File: src/rtl/alu_pkg.sv
// -----------------------------------------------------------------------------
// alu_pkg
// Shared definitions for param_muldiv_alu and its sequential multiply/divide
// unit: function codes carried on Signal, the sequencer state encoding, and
// the helper that sizes the step counter.
// -----------------------------------------------------------------------------
package alu_pkg;

   localparam logic [5:0] FN_AND   = 6'd36;
   localparam logic [5:0] FN_OR    = 6'd37;
   localparam logic [5:0] FN_ADD   = 6'd32;
   localparam logic [5:0] FN_SUB   = 6'd34;
   localparam logic [5:0] FN_SLT   = 6'd42;
   localparam logic [5:0] FN_SRL   = 6'd2;
   localparam logic [5:0] FN_MULTU = 6'd25;
   localparam logic [5:0] FN_DIVU  = 6'd27;
   localparam logic [5:0] FN_MFHI  = 6'd16;
   localparam logic [5:0] FN_MFLO  = 6'd18;

   typedef enum logic [1:0] {
      IDLE    = 2'd0,
      RUN_MUL = 2'd1,
      RUN_DIV = 2'd2
   } seq_state_t;

   // The counter must be able to hold the value WIDTH itself.
   function automatic int cnt_width(input int width);
      return $clog2(width + 1);
   endfunction

endpackage

File: src/rtl/muldiv_seq_unit.sv
// -----------------------------------------------------------------------------
// muldiv_seq_unit
// Sequential unsigned multiplier (shift-add) and restoring divider sharing one
// 2*WIDTH accumulator. Each operation takes WIDTH steps; the result lands in
// the Hi/Lo pair on the same edge that done pulses.
//
// Ports:
//   i_clk        rising-edge clock
//   i_reset      synchronous active-high reset, aborts any running operation
//   i_start_mul  opcode-entry strobe for MULTU (ignored unless idle)
//   i_start_div  opcode-entry strobe for DIVU  (ignored unless idle)
//   i_opa        multiplicand / dividend
//   i_opb        multiplier / divisor
//   o_hi, o_lo   product upper/lower half, or remainder/quotient
//   o_busy       high while an operation runs
//   o_done       one-cycle pulse on the edge Hi/Lo is written
//   o_dz         sticky divide-by-zero flag of the last DIVU
// -----------------------------------------------------------------------------
module muldiv_seq_unit
   import alu_pkg::*;
#(
   parameter int WIDTH = 32
) (
   input  logic             i_clk,
   input  logic             i_reset,
   input  logic             i_start_mul,
   input  logic             i_start_div,
   input  logic [WIDTH-1:0] i_opa,
   input  logic [WIDTH-1:0] i_opb,
   output logic [WIDTH-1:0] o_hi,
   output logic [WIDTH-1:0] o_lo,
   output logic             o_busy,
   output logic             o_done,
   output logic             o_dz
);

   localparam int            CW   = cnt_width(WIDTH);
   localparam logic [CW-1:0] LAST = CW'(WIDTH - 1);

   seq_state_t         r_state;
   logic [CW-1:0]      r_cnt;
   logic [2*WIDTH-1:0] r_acc;
   logic [WIDTH-1:0]   r_opnd;
   logic [WIDTH-1:0]   r_hi;
   logic [WIDTH-1:0]   r_lo;
   logic               r_busy;
   logic               r_done;
   logic               r_dz;

   logic [WIDTH:0]     w_mul_sum;
   logic [2*WIDTH-1:0] w_acc_mul;
   logic [WIDTH:0]     w_div_trial;
   logic [WIDTH-1:0]   w_div_diff;
   logic [2*WIDTH-1:0] w_acc_div;
   logic [2*WIDTH-1:0] w_acc_next;

   // Multiply step: acc = {partial product, remaining multiplier bits}.
   // Divide step:   acc = {partial remainder, remaining dividend / quotient}.
   // With a zero divisor every trial subtract succeeds, so the quotient fills
   // with ones and the dividend shifts through unchanged into the remainder.
   always_comb begin
      w_mul_sum   = {1'b0, r_acc[2*WIDTH-1:WIDTH]} + (r_acc[0] ? {1'b0, r_opnd} : '0);
      w_acc_mul   = {w_mul_sum, r_acc[WIDTH-1:1]};
      w_div_trial = {r_acc[2*WIDTH-1:WIDTH], r_acc[WIDTH-1]};
      w_div_diff  = w_div_trial[WIDTH-1:0] - r_opnd;
      if (w_div_trial >= {1'b0, r_opnd})
         w_acc_div = {w_div_diff, r_acc[WIDTH-2:0], 1'b1};
      else
         w_acc_div = {w_div_trial[WIDTH-1:0], r_acc[WIDTH-2:0], 1'b0};
      w_acc_next  = (r_state == RUN_DIV) ? w_acc_div : w_acc_mul;
   end

   always_ff @(posedge i_clk) begin
      if (i_reset) begin
         r_state <= IDLE;
         r_cnt   <= '0;
         r_acc   <= '0;
         r_opnd  <= '0;
         r_hi    <= '0;
         r_lo    <= '0;
         r_busy  <= 1'b0;
         r_done  <= 1'b0;
         r_dz    <= 1'b0;
      end else begin
         r_done <= 1'b0;
         case (r_state)
            IDLE: begin
               if (i_start_mul) begin
                  r_state <= RUN_MUL;
                  r_busy  <= 1'b1;
                  r_cnt   <= '0;
                  r_acc   <= {{WIDTH{1'b0}}, i_opb};
                  r_opnd  <= i_opa;
               end else if (i_start_div) begin
                  r_state <= RUN_DIV;
                  r_busy  <= 1'b1;
                  r_cnt   <= '0;
                  r_acc   <= {{WIDTH{1'b0}}, i_opa};
                  r_opnd  <= i_opb;
                  r_dz    <= 1'b0;
               end
            end
            RUN_MUL, RUN_DIV: begin
               r_acc <= w_acc_next;
               r_cnt <= r_cnt + CW'(1);
               // Final step: the result is written straight from the step logic.
               if (r_cnt == LAST) begin
                  r_state <= IDLE;
                  r_busy  <= 1'b0;
                  r_done  <= 1'b1;
                  r_hi    <= w_acc_next[2*WIDTH-1:WIDTH];
                  r_lo    <= w_acc_next[WIDTH-1:0];
                  if (r_state == RUN_DIV)
                     r_dz <= (r_opnd == '0);
               end
            end
            default: begin
               r_state <= IDLE;
               r_busy  <= 1'b0;
            end
         endcase
      end
   end

   assign o_hi   = r_hi;
   assign o_lo   = r_lo;
   assign o_busy = r_busy;
   assign o_done = r_done;
   assign o_dz   = r_dz;

endmodule

File: src/rtl/param_muldiv_alu.sv
// -----------------------------------------------------------------------------
// param_muldiv_alu
// WIDTH-bit ALU: single-cycle AND/OR/ADD/SUB/SLT/SRL/MFHI/MFLO with a
// registered result, plus MULTU/DIVU run by muldiv_seq_unit into Hi/Lo.
// MULTU/DIVU start only on opcode entry, so a held code never restarts.
//
// Ports:
//   clk     rising-edge clock
//   reset   synchronous active-high reset
//   dataA   operand A (dividend / multiplicand / shift source)
//   dataB   operand B (divisor / multiplier / shift amount in [SHW-1:0])
//   Signal  6-bit function code
//   Output  registered result; holds for unknown codes and MULTU/DIVU
//   busy    high while MULTU/DIVU runs
//   done    one-cycle pulse when Hi/Lo is written
//   dz      sticky divide-by-zero flag of the last DIVU
// -----------------------------------------------------------------------------
module param_muldiv_alu
   import alu_pkg::*;
#(
   parameter int WIDTH = 32,
   parameter int SHW   = $clog2(WIDTH)
) (
   input  logic             clk,
   input  logic             reset,
   input  logic [WIDTH-1:0] dataA,
   input  logic [WIDTH-1:0] dataB,
   input  logic [5:0]       Signal,
   output logic [WIDTH-1:0] Output,
   output logic             busy,
   output logic             done,
   output logic             dz
);

   logic [5:0]              r_prev_sig;
   logic [WIDTH-1:0]        r_out;

   logic                    w_start_mul;
   logic                    w_start_div;
   logic [WIDTH-1:0]        w_hi;
   logic [WIDTH-1:0]        w_lo;
   logic signed [WIDTH-1:0] w_sa;
   logic signed [WIDTH-1:0] w_sb;
   logic                    w_slt;
   logic [WIDTH-1:0]        w_out_next;

   // Opcode entry: code present now but not in the previous cycle.
   assign w_start_mul = (Signal == FN_MULTU) && (r_prev_sig != FN_MULTU);
   assign w_start_div = (Signal == FN_DIVU)  && (r_prev_sig != FN_DIVU);

   muldiv_seq_unit #(
      .WIDTH (WIDTH)
   ) u_seq (
      .i_clk       (clk),
      .i_reset     (reset),
      .i_start_mul (w_start_mul),
      .i_start_div (w_start_div),
      .i_opa       (dataA),
      .i_opb       (dataB),
      .o_hi        (w_hi),
      .o_lo        (w_lo),
      .o_busy      (busy),
      .o_done      (done),
      .o_dz        (dz)
   );

   assign w_sa  = dataA;
   assign w_sb  = dataB;
   assign w_slt = (w_sa < w_sb);

   always_comb begin
      w_out_next = r_out;
      case (Signal)
         FN_AND:  w_out_next = dataA & dataB;
         FN_OR:   w_out_next = dataA | dataB;
         FN_ADD:  w_out_next = dataA + dataB;
         FN_SUB:  w_out_next = dataA - dataB;
         FN_SLT:  w_out_next = {{(WIDTH-1){1'b0}}, w_slt};
         FN_SRL:  w_out_next = dataA >> dataB[SHW-1:0];
         FN_MFHI: w_out_next = w_hi;
         FN_MFLO: w_out_next = w_lo;
         default: w_out_next = r_out;
      endcase
   end

   always_ff @(posedge clk) begin
      if (reset) begin
         r_out      <= '0;
         r_prev_sig <= '0;
      end else begin
         r_out      <= w_out_next;
         r_prev_sig <= Signal;
      end
   end

   assign Output = r_out;

endmodule

File: config.mk
export PLATFORM = sky130hd
export DESIGN_NAME = param_muldiv_alu
export DESIGN_NICKNAME = d
export VERILOG_FILES = /design/src/rtl/alu_pkg.sv /design/src/rtl/muldiv_seq_unit.sv /design/src/rtl/param_muldiv_alu.sv
export SDC_FILE = /design/constraint.sdc
export NUM_CORES = 1
export LEC_CHECK = 0
export ABC_AREA = 1
export BUFFER_PORTS_ARGS = -buffer_cell sky130_fd_sc_hd__buf_2
export CAP_MARGIN = 10
export CORE_MARGIN = 2
export CORE_UTILIZATION = 25
export CTS_CLUSTER_SIZE = 25
export DETAILED_ROUTE_END_ITERATION = 10
export PLACE_DENSITY_LB_ADDON = 0.1
export SLEW_MARGIN = 40
export SYNTH_ARGS = -nofsm -noshare
export SYNTH_HDL_FRONTEND = slang
export SYNTH_SLANG_ARGS = --single-unit
File: constraint.sdc
create_clock -name clk -period 2.7 [get_ports clk]
set_input_delay 0.27 -clock clk [delete_from_list [all_inputs] [get_ports clk]]
set_output_delay 0.27 -clock clk [all_outputs]
set_load 0.03 [all_outputs]
==> summary.txt <==
CP max stage delay - 0.76 ns
Worst hold path class - primary input to register
Cell with the most instances after synthesis - nand2_1
CTS sink count - 209
Arrival time at the worst endpoint - 3.10 ns
Die W - 302 µm
Hold Violations, Final - 0
Final Max Tran Viols - 0
Status - finished, final reports clean
GRT Residual Overflow - 0
RSZ-0062 raised after global routing - yes
Mapped Area - 22300 µm²
WL final - 115000 µm
Max-Cap Viols - 0
Cell taking the most area after synthesis - nand2_1
GP Congestion - 0.940
Max_slew headroom - 39.9%
CTS Buf Count - 29
Initial Util - 25.2%
Final Cell Area - 28200 µm²
H-tree levels - 1
Post-synth ARST share - 0%
CTS tree - built
Clk_skew - 0.0241 ns
Maximum vdd ir drop - 0.440 mV
Peak Freq - 0.375 GHz
Number of remaining DRC errors - 0
Chip height - 302 µm
WL/cell - 21.0 µm
Buffers on Ports - 106
Final setup TNS - 0 ns
Hpwl dp - 94300 µm
Top cells by area, synth - nand2_1 20%, dfxtp_1 19%, inv_1 9.8%
Delay-heaviest family, CP - compound AO/OA/AOI/OAI gates
Largest net degree at the start of global routing - 97
Worst path bufs/invs - 2
Post-route ant nets - 0
Io pins - 107
Clk buf depth - 3
DRT Pass-1 Iters - 6
Fin crit share - 98.8%
Pwr dens - 373 nW/µm²
DRT iter0 DRCs - 2585
Vias - 26700
Root Driver - clkbuf_16
Synthesized area per cell - 5.63 µm²
Crit. End Element - register
Worst slew pin tran - 0.902 ns
Die Area - 91400 µm²
Vias in the first global route - 25000
Top cells by count, synth - 1214 x nand2_1, 580 x inv_1, 365 x nand3_1
Non-filler cells, final - 5480
Startpoint types - register
Setup Crit Path Kind - register to register
Synth warn - 0
Net count after synthesis - 4201
Synth top area share - 20.5%
Tmin final - 2.67 ns
EDFF count, synth - 0
Post-DP Area - 26500 µm²
Share of layout cells above drive strength 1 - 15.9%
Worst EP required - 3.13 ns
Primary FF master, synth - dfxtp_1
First-pass GRT wire length - 167000 µm
Seq/Total Area, Yosys - 18.8%
Slowest CP cell - o31ai_4
Max Fanout on Critical Path - 40
GRT Total Usage - 24.5%
Placed insts - 5413
Final Hold Slack - 0.0521 ns
Setup violators final - 0
Vias per cell - 4.87
Area growth, synth to finish - 26.6%
Clock transition at path regs - 0.06 ns
Synthesized instance count - 3955
Synth unique cells - 51
Synthesized flop and latch total - 209
Nets - 4536
FP Rows - 109
Static Leak - 14.0 nW
Worst path cell trace - nand3b_1 > o31ai_4 > buf_4 > nor2_1 > a211oi_1 > buf_4 > a211oi_1
Later-pin clock latency in the skew report - 0.59 ns
Area of the core - 88200 µm²
Antenna violations before repair - 5
## final timing paths
check,start,endpoint,slack (ns),depth (start not counted)
setup / recovery,r_prev_sig[5],u_seq.r_opnd[29],0.03,7
hold / removal,Signal[1],r_prev_sig[1],0.05,3
setup reg to reg,r_prev_sig[5],u_seq.r_opnd[29],0.03,7
hold reg to reg,u_seq.o_lo[7],u_seq.o_lo[7],0.45,2
## final cells by class
type | count | area [µm²]
fillers | 10100 | 60100
multi-input cells | 2988 | 15800
flip-flops and latches | 209 | 4190
repair buffers | 471 | 3570
inverters | 591 | 2220
well taps | 1165 | 1460
clock buffers | 38 | 820
clock inverters | 15 | 144
diodes | 3 | 7.51
## metal layers
layer	GRT usage, %	up-vias	share of wire, %
met5	0	-	0.023
met3	2.94	98	6.0
met2	37.1	818	42
met4	3.47	4	1.7
li1	-	13400	-
met1	37.4	12400	51
## cells by family (layout without fill, tap and decap cells)
| logic type | Yosys count | after routing | share of synthesized area [%] |
|---|---|---|---|
| simple gates | 2067 | 2067 | 38.5 |
| buf+inv | 758 | 1115 | 13.1 |
| compound gates | 714 | 714 | 18.2 |
| flops | 209 | 209 | 18.8 |
| fa+ha+maj | 174 | 174 | 9.92 |
| mux | 17 | 17 | 0.765 |
| xor+xnor | 16 | 16 | 0.630 |
| other cells | 0 | 3 | 0 |
## power by group
group / switching, W / internal (W) / leakage (nW)
combinational: 0.00222 / 0.00109 / 11.8
sequential: 0.0000372 / 0.00315 / 1.69
clock: 0.00169 / 0.00232 / 0.461
## through the flow
| step | setup slack, ns | total power, W | util, % |
|---|---|---|---|
| 4_1_cts | 0.0115 | 0.0105 | 31.1 |
| 2_1_floorplan | 0.258 | 0.00498 | - |
| 6_report | 0.0316 | 0.0105 | 31.9 |
| 5_1_grt | -0.0179 | 0.0110 | 31.9 |
| 3_3_place_gp | -0.130 | 0.00645 | 30.0 |
| 3_5_place_dp | -0.0465 | 0.00643 | 30.0 |
## placed cells by master, fill, tap and decap left out, drive strengths merged, types with 2 or more instances in the layout
cell,instances
diode,3
dfxtp,209
clkbuf,39
nor4,6
a41oi,2
o31ai,2
ha,170
nor2,361
nand2,1218
or2,14
clkinvlp,6
a31oi,20
mux2i,17
buf,465
and2,7
nand4,42
bufinv,2
nor3b,2
a21oi,268
o2111ai,4
o21a,3
o211ai,50
nand3,368
clkinv,9
inv,589
dlygate4sd3,5
o21bai,23
nand3b,10
a21o,3
xor2,15
a211oi,71
o21ai,258
fa,4
a22oi,6
nor3,39
## worst min-delay path, delay by kind of cell
family | cells | cell delay (ns)
buffers and inverters | 2 | 0.24
AND/OR/NAND/NOR | 1 | 0.09
## state kept, by name, indices dropped and copies added, names as in the netlist
name / cells
Output: 32
r_prev_sig: 6
u_seq.o_busy: 1
u_seq.o_done: 1
u_seq.o_dz: 1
u_seq.o_hi: 32
u_seq.o_lo: 32
u_seq.r_acc: 64
u_seq.r_cnt: 6
u_seq.r_opnd: 32
u_seq.r_state: 2
## what timing repair did
item | CTS | global route
resized for setup | 2 | 139
setup buffers | 0 | 4
cloned | 0 | 2
endpoints found under the setup margin | 7 | 69
hold endpoints to repair | 5 | 0
hold buffers | 5 | 0
pin swaps | 0 | 7
(Power assumes the default switching activity.)
